## config.mk

```make
export PLATFORM = sky130hd
export DESIGN_NAME = riscv_fetch_unit
export DESIGN_NICKNAME = d
export VERILOG_FILES = /design/src/rtl/riscv_fetch_unit.sv
export SDC_FILE = /design/constraint.sdc
export NUM_CORES = 1
export LEC_CHECK = 0
export ABC_CLOCK_PERIOD_IN_PS = 6600
export CAP_MARGIN = 10
export CORE_MARGIN = 8
export CORE_UTILIZATION = 40
export CTS_BUF_LIST = sky130_fd_sc_hd__clkbuf_8
export CTS_CLUSTER_DIAMETER = 150
export DETAILED_ROUTE_END_ITERATION = 10
export PLACE_DENSITY = 0.7
export SYNTH_ARGS = -nofsm -noshare
export SYNTH_HDL_FRONTEND = slang
export SYNTH_SLANG_ARGS = --single-unit
export TNS_END_PERCENT = 1
```

## constraint.sdc

```tcl
create_clock -name clk -period 6.6 [get_ports clk]
set_input_delay 1.32 -clock clk [delete_from_list [all_inputs] [get_ports clk]]
set_output_delay 1.32 -clock clk [all_outputs]
set_load 0.005 [all_outputs]
```

## src/rtl/riscv_fetch_unit.sv

```systemverilog
// Instruction fetch stage: issues word reads to instruction memory and presents one
// registered instruction per cycle to decode, squashing wrong-path fetches on redirect.
module riscv_fetch_unit #(
    parameter logic [31:0] RESET_PC = 32'h0000_0000,
    parameter logic [31:0] NOP_INST = 32'h0000_0013
) (
    input  logic        clk,
    input  logic        rst,
    output logic        imem_req,
    output logic [31:0] imem_addr,
    input  logic        imem_ack,
    input  logic [31:0] imem_rdata,
    input  logic        redirect_valid,
    input  logic [31:0] redirect_pc,
    output logic        inst_valid,
    input  logic        inst_ready,
    output logic [31:0] inst,
    output logic [31:0] inst_pc,
    output logic        misalign
);

    typedef enum logic {
        FETCH = 1'b0,
        DRAIN = 1'b1
    } state_t;

    state_t      state_q, state_d;
    logic [31:0] pc_q, pc_d;
    logic [31:0] req_addr_q, req_addr_d;
    logic        pend_q, pend_d;
    logic        inst_valid_q, inst_valid_d;
    logic [31:0] inst_q, inst_d;
    logic [31:0] inst_pc_q, inst_pc_d;
    logic        misalign_q, misalign_d;

    function automatic logic [31:0] align_word(input logic [31:0] addr);
        return {addr[31:2], 2'b00};
    endfunction

    always_comb begin
        imem_req = 1'b0;
        if (!rst) begin
            if (state_q == DRAIN) begin
                imem_req = 1'b1;
            end else begin
                imem_req = !redirect_valid && (!inst_valid_q || inst_ready);
            end
        end
        imem_addr = (state_q == DRAIN) ? align_word(req_addr_q) : align_word(pc_q);
    end

    always_comb begin
        state_d      = state_q;
        pc_d         = pc_q;
        req_addr_d   = req_addr_q;
        pend_d       = 1'b0;
        inst_valid_d = inst_valid_q;
        inst_d       = inst_q;
        inst_pc_d    = inst_pc_q;
        misalign_d   = redirect_valid && (|redirect_pc[1:0]);

        if (state_q == FETCH) begin
            if (redirect_valid) begin
                pc_d         = align_word(redirect_pc);
                inst_valid_d = 1'b0;
                inst_d       = NOP_INST;
                // A request left unanswered last cycle may still complete; swallow it first.
                if (pend_q) begin
                    state_d = DRAIN;
                end
            end else if (imem_req && imem_ack) begin
                inst_d       = imem_rdata;
                inst_pc_d    = pc_q;
                inst_valid_d = 1'b1;
                pc_d         = pc_q + 32'd4;
            end else begin
                if (imem_req) begin
                    pend_d     = 1'b1;
                    req_addr_d = pc_q;
                end
                if (inst_valid_q && inst_ready) begin
                    inst_valid_d = 1'b0;
                    inst_d       = NOP_INST;
                end
            end
        end else begin
            if (redirect_valid) begin
                pc_d         = align_word(redirect_pc);
                inst_valid_d = 1'b0;
                inst_d       = NOP_INST;
            end
            // The acked word belongs to a squashed path and is never presented.
            if (imem_ack) begin
                state_d = FETCH;
            end
        end
    end

    always_ff @(posedge clk) begin
        if (rst) begin
            state_q      <= FETCH;
            pc_q         <= RESET_PC;
            pend_q       <= 1'b0;
            inst_valid_q <= 1'b0;
            inst_q       <= NOP_INST;
            inst_pc_q    <= 32'h0000_0000;
            misalign_q   <= 1'b0;
        end else begin
            state_q      <= state_d;
            pc_q         <= pc_d;
            pend_q       <= pend_d;
            inst_valid_q <= inst_valid_d;
            inst_q       <= inst_d;
            inst_pc_q    <= inst_pc_d;
            misalign_q   <= misalign_d;
        end
        req_addr_q <= req_addr_d;
    end

    assign inst_valid = inst_valid_q;
    assign inst       = inst_q;
    assign inst_pc    = inst_pc_q;
    assign misalign   = misalign_q;

endmodule

```

# After elaboration in Yosys (flattened, before gate mapping)

Index checks and enable logic that the tools add are counted.

Add/subtract/negate cells: 1
Eq/ne operators: 1
Mux-type cells: 22
Bitwise operators: 3
Reduce and logical (&&, ||, !) cells: 15

Operator list:

| operator                                                         | number |
|---|---|
| 32-bit two-way mux                                               | 10 |
| 32-bit by 3-bit adder with 32-bit output (second input constant) | 1 |
| 1-bit two-way mux                                                | 12 |
| 1-bit logical AND                                                | 4 |
| 2-bit AND reduction                                              | 2 |
| 4-bit AND reduction                                              | 1 |
| 4-bit OR reduction                                               | 1 |
| 1-bit NOT                                                        | 3 |
| 3-bit AND reduction                                              | 1 |
| 3-bit nonzero test                                               | 1 |
| 1-bit logical NOT                                                | 2 |
| 2-bit inequality test (second input constant)                    | 1 |
| 2-bit nonzero test                                               | 1 |
| 2-bit OR reduction                                               | 1 |
| 1-bit logical OR                                                 | 1 |

Bits in registers: 132
Input bits: 69
Output and inout bits: 99
Word-level logic and storage cells: 50

# Longest topological paths before layout

Gate-level depths: netlist (run 1).

Depth in word-level cells: 9
Gate-level depth with buffers: 8
Gate-level depth less buffers: 6

# Worst setup path after synthesis (run 1)

Ideal clock, no wire load.

Kind: input to register
Start: input redirect_valid
End: register req_addr_q[10] (enable)
Library setup time: 0.493 ns
Data arrival time: 4.741 ns
Data required time: 6.107 ns
Setup slack: 1.366 ns
Stages: 4
Buffers on the path: 2
Path through: clkbuf_1 > or2_1 > clkbuf_1 > nor4_1

Longest elaborated chain between the ends: 7
Elaborated cells between the ends (all ways): 8

Ends and longest elaborated chain:

| what                                   | line | source |
|---|---|---|
| start: declaration                     | 13   | `input logic redirect_valid,` |
| 1-bit logical NOT                      | 46   | `imem_req = !redirect_valid && (!inst_valid_q \|\| inst_ready);` |
| 1-bit logical AND                      | 46   |  |
| 1-bit two-way mux                      | 43   | `if (state_q == DRAIN) begin` |
| 1-bit two-way mux                      | 42   | `if (!rst) begin` |
| 1-bit logical AND                      | 71   | `end else if (imem_req && imem_ack) begin` |
| 1-bit NOT (no source line)             | --   |  |
| 4-bit AND reduction (no source line) * | --   |  |
| end signal: assignment                 | 117  | `req_addr_q <= req_addr_d;` |
| end: declaration                       | 29   | `logic [31:0] req_addr_q, req_addr_d;` |

Every way passes the cells marked *; elsewhere a longest branch is shown, timed or not.
A chain may end at the register's enable or synchronous reset.

# Worst setup path after layout (run 1)

Start: input inst_ready
End: output imem_req

Longest elaborated chain between the ends: 4

Ends and longest elaborated chain:

| what               | line | source |
|---|---|---|
| start: declaration | 16   | `input logic inst_ready,` |
| 1-bit logical OR   | 46   |  |
| 1-bit logical AND  | 46   |  |
| 1-bit two-way mux  | 43   |  |
| 1-bit two-way mux  | 42   |  |
| end: declaration   | 9    | `output logic imem_req,` |

No other way between the ends.

==> impl_metrics.py, run 1 <==
metrics = {
    "sta": {
        "maxSlewViolCount": 0,
        "post-route-period-util": 0.636,
        "setup_violations": 0,
        "skew_ps": 16.2,
        "hold_viol": 0,
        "slew_headroom": 0.193,
        "rsz0062_at_grt": "false",
        "tightest_slew_ps": 1210,
        "period_minus_slack_ps": 4200,
        "hold_slack_ps": 452,
        "fmax_mhz": 238,
        "tns_ps": 0,
    },
    "global_routing": {
        "grt_pass1_wl_um": 26100,
        "antenna_found_initial": 0,
        "grt_overflow": 0,
        "first_global_vias": 4890,
        "grt_max_degree": 96,
        "globalRouteTotalUtil": 0.186,
    },
    "finish": {
        "postLayoutCellArea_um2": 7560,
        "drive_gt1_frac": 0.114,
        "n_antenna_cell": 0,
        "nets": 794,
        "area_delta_synth_final_pct": 38.6,
    },
    "place": {
        "port-buffer-count": 163,
        "routabilityCongestion": 0.830,
        "placed_area_um2": 7150,
        "place_hpwl_um": 11300,
    },
    "floorplanning": {
        "ios": 168,
        "dieArea_um2": 17600,
        "core_um2": 13300,
        "die_h_um": 133,
        "die_x_um": 133,
        "start_util": 0.410,
        "row_count": 42,
    },
    "cts": {
        "numCtsBuffers": 17,
        "cts_resized": 0,
        "ctsLongestPathBuffers": 2,
        "worstSkewPairLatency_ps": 450,
        "root_buffer": "clkbuf_8",
        "clock_sinks": 126,
        "htree_levels": 4,
        "ctsHoldBuffers": 0,
        "postCtsSetupBuffers": 0,
        "clk_pin_slew_ps": 70,
        "cts_tree": "built",
    },
    "yosys": {
        "synth_top_area_share": 0.352,
        "ys.flop_type": "dfxtp_1",
        "synthTopCellsByArea": "dfxtp_1 35%, edfxtp_1 17%, nand2_1 6.5%, mux2_2 5.6%, a22oi_1 4.0%",
        "seq_area_frac_synth": 0.517,
        "synth_top_area_cell": "dfxtp_1",
        "synth_area_um2": 5460,
        "ys_seq_elements": 126,
        "ys_types": 58,
        "syn_avg_cell_area_um2": 9.45,
        "syn_inst": 577,
        "synth_warnings": 0,
        "synth_edf_count": 30,
        "synth-async-reset-ratio": 0,
    },
    "power": {
        "power.net_switching_mw": 0.418,
        "pwr-share-clk": 0.389,
        "internal_power_mw": 1.31,
        "p_seq_frac": 0.493,
        "p_leak_nw": 2.60,
        "vdd_ir_drop_max_mv": 0.111,
        "p_sw_frac": 0.242,
        "power_frac_comb": 0.118,
        "power_per_cell_area_nw_per_um2": 229,
    },
    "critical_path": {
        "start_kind": "input pin",
        "critical_path_arrival_ps": 2880,
        "critPathKind": "input pin to output pin",
        "critical_path_required_ps": 5280,
        "end_kind": "output pin",
        "r2r_start": "state_q",
        "cp_max_fo": 5,
        "startpoint": "inst_ready",
    },
    "worst_hold_path": {
        "hp-start": "inst_pc[15]",
        "holdCritPathClass": "register to register",
    },
    "detailed_routing": {
        "drtPass1Iterations": 5,
        "vias": 4846,
        "routed_wl_um": 16200,
        "drc": 0,
        "ant_nets": 0,
        "wire_per_inst_um": 17.8,
        "drt_iter0_markers": 375,
        "drt-vias-per-instance": 5.31,
    },
    "run": {
        "drv_cap": 0,
    },
    "outcome": {
        "status": "finished clean",
    },
}
per-layer routing:
metal,GRT usage,routed length (um)
met1,0.218,6730
met3,0.0935,1840
met4,0.0707,281
met2,0.284,7390
met5,0,0
path summary, 6_finish.rpt:
path | endpoint | slack, ps | cells past startpoint
min | inst_pc[15] | 450 | 2
max | imem_req | 2400 | 5
min reg2reg | inst_pc[15] | 450 | 2
max reg2reg | pc_q[25] | 3500 | 6
stage by stage:
| stage | util | power [mW] | std cells | worst slack [ps] |
|---|---|---|---|---|
| after detailed placement | 0.538 | 1.08 | 880 | 2240 |
| after global routing | 0.569 | 1.80 | 913 | 2300 |
| after floorplan | - | 0.957 | 580 | 1370 |
| final | 0.569 | 1.73 | 913 | 2400 |
| after CTS | 0.568 | 1.75 | 912 | 2410 |
| after global placement | 0.538 | 1.07 | 880 | 2300 |
power groups by stage:
| stage | registers (mW) | clock network [mW] | logic, mW |
|---|---|---|---|
| detailed placement | 0.870 | 0 | 0.206 |
| global route | 0.859 | 0.721 | 0.224 |
| finish | 0.854 | 0.673 | 0.205 |
| global placement | 0.869 | 0 | 0.203 |
| floorplan | 0.858 | 0 | 0.0985 |
| CTS | 0.854 | 0.690 | 0.207 |
state kept, by name, indices dropped and copies added, names as in the netlist:
signal,flops
misalign,1
req_addr_q,30
inst_pc,30
state_q,1
pc_q,30
pend_q,1
inst,32
inst_valid,1
Yosys cell counts, types with 9 or more instances:
master	instances
dfxtp_1	96
nand2_1	94
nor2_1	56
a21oi_1	39
edfxtp_1	30
a22oi_1	29
mux2_2	27
clkbuf_1	23
o21ai_0	16
nand4_1	12
nand3_1	11
a211oi_1	10
a31oi_1	10
buf_1	9
inv_1	9
nor3_1	9
critical path, cell delays in order:
cell             delay (ps)
clkdlybuf4s50_1         540
nand2b_1                240
a21oi_1                 100
nor2_1                  120
clkdlybuf4s50_1         550
cell type report:
cell class                      instances  area [um^2]
Tap cell                              176          220
Inverter                                9         33.8
Multi-Input combinational cell        397         2380
Clock inverter                         10         97.6
Sequential cell                       126         2820
Clock buffer                           22          303
Fill cell                            1203         5730
Timing Repair Buffer                  173         1700
cell families (layout without fill, tap and decap cells):
logic type | Yosys count | in the layout | synth area share
AOI/OAI and AO/OA | 134 | 134 | 0.164
xor gates and xnor gates | 9 | 9 | 0.0145
adders and majority gates | 1 | 1 | 0.00229
buffers and inverters | 57 | 214 | 0.0527
DFF | 126 | 126 | 0.517
muxes | 31 | 31 | 0.0631
other | 1 | 4 | 0.000687
and+or+nand+nor | 218 | 218 | 0.186
placed cells by master (no fill, tap or decap), drive strengths merged, types with 3 or more instances in the layout:
cell             n
nor2            56
nand4           13
and4             3
a221oi           6
edfxtp          30
inv             13
clkdlybuf4s50  162
nor4            10
mux2            27
dfxtp           96
nand2           95
conb             4
o22ai            4
buf             10
a211oi          12
clkbuf          23
xnor2            7
clkinv           3
o21a             3
o31ai            3
a31oi           10
nand3           11
o21ai           16
a21oi           39
or3              3
nor3            10
mux2i            4
a22oi           29
and3             6
Power figures use the tool's default switching activity.
==> inputs of run 2 (changes only) <==
Settings changed: ABC_CLOCK_PERIOD_IN_PS 6600 to 4000.
Clock period 6.6 ns to 4 ns, I/O delays scaled along.
==> impl_metrics.py, run 2 (same netlist as run 1, synthesis figures left out) <==
metrics = {
    "outcome": {
        "status": "finished clean",
    },
    "detailed_routing": {
        "ant_nets": 0,
        "drc": 0,
        "routed_wl_um": 16400,
        "drt_iter0_markers": 425,
        "vias": 4928,
        "wire_per_inst_um": 18.0,
        "drt-vias-per-instance": 5.40,
        "drtPass1Iterations": 5,
    },
    "critical_path": {
        "start_kind": "input pin",
        "critPathKind": "input pin to output pin",
        "critical_path_arrival_ps": 2400,
        "critical_path_required_ps": 3200,
        "end_kind": "output pin",
        "cp_max_fo": 12,
    },
    "floorplanning": {
        "die_x_um": 133,
        "die_h_um": 133,
        "start_util": 0.410,
        "core_um2": 13300,
        "row_count": 42,
        "ios": 168,
        "dieArea_um2": 17600,
    },
    "power": {
        "power.net_switching_mw": 0.690,
        "power_frac_comb": 0.122,
        "vdd_ir_drop_max_mv": 0.253,
        "pwr-share-clk": 0.374,
        "p_seq_frac": 0.503,
        "p_leak_nw": 2.59,
        "internal_power_mw": 2.11,
        "p_total_mw": 2.80,
        "p_sw_frac": 0.246,
        "power_per_cell_area_nw_per_um2": 370,
    },
    "finish": {
        "drive_gt1_frac": 0.110,
        "largest_register_ffs": 32,
        "nets": 795,
        "multiInputGateArea_um2": 2390,
        "area_delta_synth_final_pct": 38.5,
        "final_cell_mix": "162 x clkdlybuf4s50_1, 95 x dfxtp_1, 94 x nand2_1",
        "n_antenna_cell": 0,
        "layout_commonest_cell": "clkdlybuf4s50_1",
        "seqCellArea_um2": 2820,
        "fillers": 1181,
    },
    "worst_hold_path": {
        "holdCritPathClass": "register to register",
    },
    "sta": {
        "skew_ps": 14.8,
        "hold_viol": 0,
        "slew_headroom": 0.306,
        "tightest_slew_ps": 1040,
        "fmax_mhz": 312,
        "post-route-period-util": 0.801,
        "rsz0062_at_grt": "false",
        "tns_ps": 0,
        "period_minus_slack_ps": 3200,
        "maxSlewViolCount": 0,
        "setup_violations": 0,
    },
    "global_routing": {
        "first_global_vias": 5055,
        "grt_max_degree": 96,
        "globalRouteTotalUtil": 0.186,
        "grt_pass1_wl_um": 26400,
        "antenna_found_initial": 0,
        "grt_overflow": 0,
    },
    "place": {
        "place_hpwl_um": 11600,
        "port-buffer-count": 163,
        "routabilityCongestion": 0.800,
    },
    "cts": {
        "ctsLongestPathBuffers": 2,
        "clock_sinks": 126,
        "ctsHoldBuffers": 0,
        "root_buffer": "clkbuf_8",
        "cts_tree": "built",
        "htree_levels": 4,
        "postCtsSetupBuffers": 0,
        "clk_pin_slew_ps": 60,
        "cts_resized": 0,
        "worstSkewPairLatency_ps": 450,
        "numCtsBuffers": 17,
    },
    "run": {
        "drv_cap": 0,
    },
}
run 2: changes by cell type in the layout (fill, tap and decap cells not counted), sizes merged:
cell / change
inv: -2
buf: +2
clkinv: +4
clkbuf: -4
run 2: routing by layer:
layer,track usage,share of wire,up-vias
li1,-,-,2366
met1,0.213,0.41,2311
met2,0.301,0.47,233
met3,0.0825,0.11,18
met4,0.0694,0.016,0
met5,0,0,-
run 2: worst paths after layout:
check,end,cells after the start,slack [ps],start
min,inst_pc[7],2,450,inst_pc[7]
max,imem_req,5,800,redirect_valid
min reg2reg,inst_pc[7],2,450,inst_pc[7]
max reg2reg,pc_q[19],5,1380,state_q
run 2: worst max-delay path: stages:
cell and delay, ps:
clkdlybuf4s50_1 770, inv_1 110, a21oi_1 150, nor2_1 60, clkdlybuf4s50_1 510
run 2: final cells by class:
type / instances / area share
clock buffers: 19 / 0.0346
repair buffers: 174 / 0.228
flip-flops and latches: 126 / 0.374
inverters: 9 / 0.00447
clock inverters: 12 / 0.0137
well taps: 176 / 0.0291
multi-input cells: 397 / 0.316
run 2: power groups by stage:
stage               Combinational [mW]  Sequential [mW]  Clock (mW)
finish                           0.343             1.41        1.05
global route                     0.374             1.42        1.13
CTS                              0.346             1.41        1.07
detailed placement               0.345             1.44           0
floorplan                        0.163             1.42           0
global placement                 0.339             1.43           0
run 2: metrics by stage:
stage	utilization	worst slack [ps]	instance area (um^2)	hold slack (ps)	instances
floorplan	-	552	5470	403	580
global placement	0.541	632	7190	445	882
detailed placement	0.541	543	7190	448	882
CTS	0.568	788	7560	458	913
global route	0.568	683	7560	481	913
finish	0.568	795	7560	453	913
==> inputs of run 3 (changes only) <==
Settings changed: ABC_CLOCK_PERIOD_IN_PS 4000 to 2600, PLACE_DENSITY 0.7 to 0.73.
Clock period 4 ns to 2.6 ns, I/O delays scaled along.
==> impl_metrics.py, run 3 (same netlist as run 1, synthesis figures left out) <==
metrics = {
    "outcome": {
        "status": "finished clean",
    },
    "power": {
        "p_seq_frac": 0.498,
        "power_per_cell_area_nw_per_um2": 559,
        "power_frac_comb": 0.130,
        "p_leak_nw": 2.71,
        "internal_power_mw": 3.27,
        "p_sw_frac": 0.245,
        "vdd_ir_drop_max_mv": 0.313,
        "pwr-share-clk": 0.372,
        "power.net_switching_mw": 1.06,
    },
    "critical_path": {
        "critical_path_arrival_ps": 1950,
        "cp_max_fo": 17,
        "rrSetupSlack_ps": 420,
        "start_kind": "register",
        "r2r_start": "pc_q[8]",
        "critical_path_required_ps": 2080,
        "timing.rr.end": "pc_q[21]",
        "reg2reg_depth": 5,
        "critPathKind": "register to output pin",
        "end_kind": "output pin",
    },
    "floorplanning": {
        "die_x_um": 133,
        "die_h_um": 133,
        "row_count": 42,
        "start_util": 0.410,
        "dieArea_um2": 17600,
        "ios": 168,
        "core_um2": 13300,
    },
    "finish": {
        "area_delta_synth_final_pct": 42.0,
        "largest_register_ffs": 32,
        "layout_commonest_cell": "clkdlybuf4s50_1",
        "fillers": 1152,
        "nets": 814,
        "postLayoutCellArea_um2": 7750,
        "final_cell_mix": "162 x clkdlybuf4s50_1, 95 x dfxtp_1, 94 x nand2_1",
        "drive_gt1_frac": 0.133,
    },
    "sta": {
        "worst_slack_ps": 130,
        "rsz0062_at_grt": "false",
        "fmax_mhz": 405,
        "skew_ps": 9.64,
        "setup_violations": 0,
        "period_minus_slack_ps": 2470,
        "maxSlewViolCount": 0,
        "tightest_slew_ps": 610,
        "post-route-period-util": 0.950,
        "slew_headroom": 0.594,
        "hold_viol": 0,
    },
    "detailed_routing": {
        "routed_wl_um": 16700,
        "wire_per_inst_um": 17.9,
        "ant_nets": 0,
        "drt_iter0_markers": 348,
        "drt-vias-per-instance": 5.33,
        "drc": 0,
        "drtPass1Iterations": 7,
        "vias": 4976,
    },
    "place": {
        "routabilityCongestion": 0.819,
        "place_ws_ps": -1.16,
        "place_hpwl_um": 12000,
        "port-buffer-count": 163,
        "placed_area_um2": 7370,
    },
    "cts": {
        "root_buffer": "clkbuf_8",
        "cts_tree": "built",
        "worstSkewPairLatency_ps": 440,
        "clock_sinks": 126,
        "ctsLongestPathBuffers": 2,
        "numCtsBuffers": 17,
        "htree_levels": 4,
        "clk_pin_slew_ps": 70,
    },
    "global_routing": {
        "grt_overflow": 0,
        "antenna_found_initial": 1,
        "grt_max_degree": 53,
        "first_global_vias": 5273,
        "globalRouteTotalUtil": 0.192,
        "grt_pass1_wl_um": 27200,
    },
    "worst_hold_path": {
        "hold_end": "inst_pc[12]",
        "hp-start": "inst_pc[12]",
        "holdPathStages": 2,
        "holdCritPathClass": "register to register",
    },
    "run": {
        "drv_cap": 0,
    },
}
## run 3: changes by cell type in the layout (fill, tap and decap cells not counted), moves of 2 or more
| cell | change |
|---|---|
| clkinv_1 | -2 |
| clkinv_2 | +2 |
| inv_1 | +2 |
| buf_4 | +15 |
| buf_12 | +3 |
## run 3: worst max-delay path, cell delays in order, from the launching register on
cell,delay [ps]
dfxtp_4,480
buf_12,190
mux2_2,340
clkdlybuf4s50_1,490
## run 3: power groups by stage
stage,Sequential (mW),Combinational [mW],Clock [mW]
after floorplan,2.18,0.252,0
after global placement,2.19,0.558,0
final,2.16,0.562,1.61
after CTS,2.16,0.571,1.66
after global routing,2.17,0.613,1.75
after detailed placement,2.20,0.567,0
## run 3: area by class of cell
cell class	instances	area, um^2	area share
sequential	126	2830	0.365
multi-input combinational	397	2390	0.308
timing repair buffer	193	1910	0.246
clock buffer	19	262	0.0338
tap	176	220	0.0284
clock inverter	13	106	0.0137
inverter	9	33.8	0.00436
antenna	1	2.50	0.000323
## run 3: worst max-delay path by stage
stage                              start              to  slack, ps  cells past startpoint
after detailed placement      inst_ready        inst[15]         -1                      8
after global placement        inst_ready         inst[1]        140                      8
after global routing             state_q   imem_addr[30]         50                      3
after floorplan           redirect_valid  req_addr_q[10]        120                      4
final                            state_q   imem_addr[30]        130                      3
after CTS                        state_q   imem_addr[12]         70                      3
## run 3: per-stage QoR
| step | std cells | setup TNS, ps | util | hold slack [ps] | total power, mW |
|---|---|---|---|---|---|
| 2_1_floorplan | 580 | 0 | - | 403 | 2.43 |
| 4_1_cts | 933 | 0 | 0.582 | 456 | 4.39 |
| 5_1_grt | 934 | 0 | 0.583 | 475 | 4.53 |
| 3_3_place_gp | 901 | 0 | 0.554 | 442 | 2.75 |
| 6_report | 934 | 0 | 0.583 | 454 | 4.33 |
| 3_5_place_dp | 901 | -1.16 | 0.554 | 447 | 2.77 |
## run 3: layer usage
metal	GRT usage	share of wire	vias up
li1	-	-	2403
met1	0.213	0.41	2350
met5	0	0	-
met2	0.307	0.47	199
met3	0.0920	0.11	24
met4	0.0826	0.019	0
## run 3: timing repair
item,4_1_cts,5_1_grt
endpoints found under the setup margin,9,2
pin swaps,0,0
hold buffers,0,0
buffers inserted,0,0
resized for setup,1,1
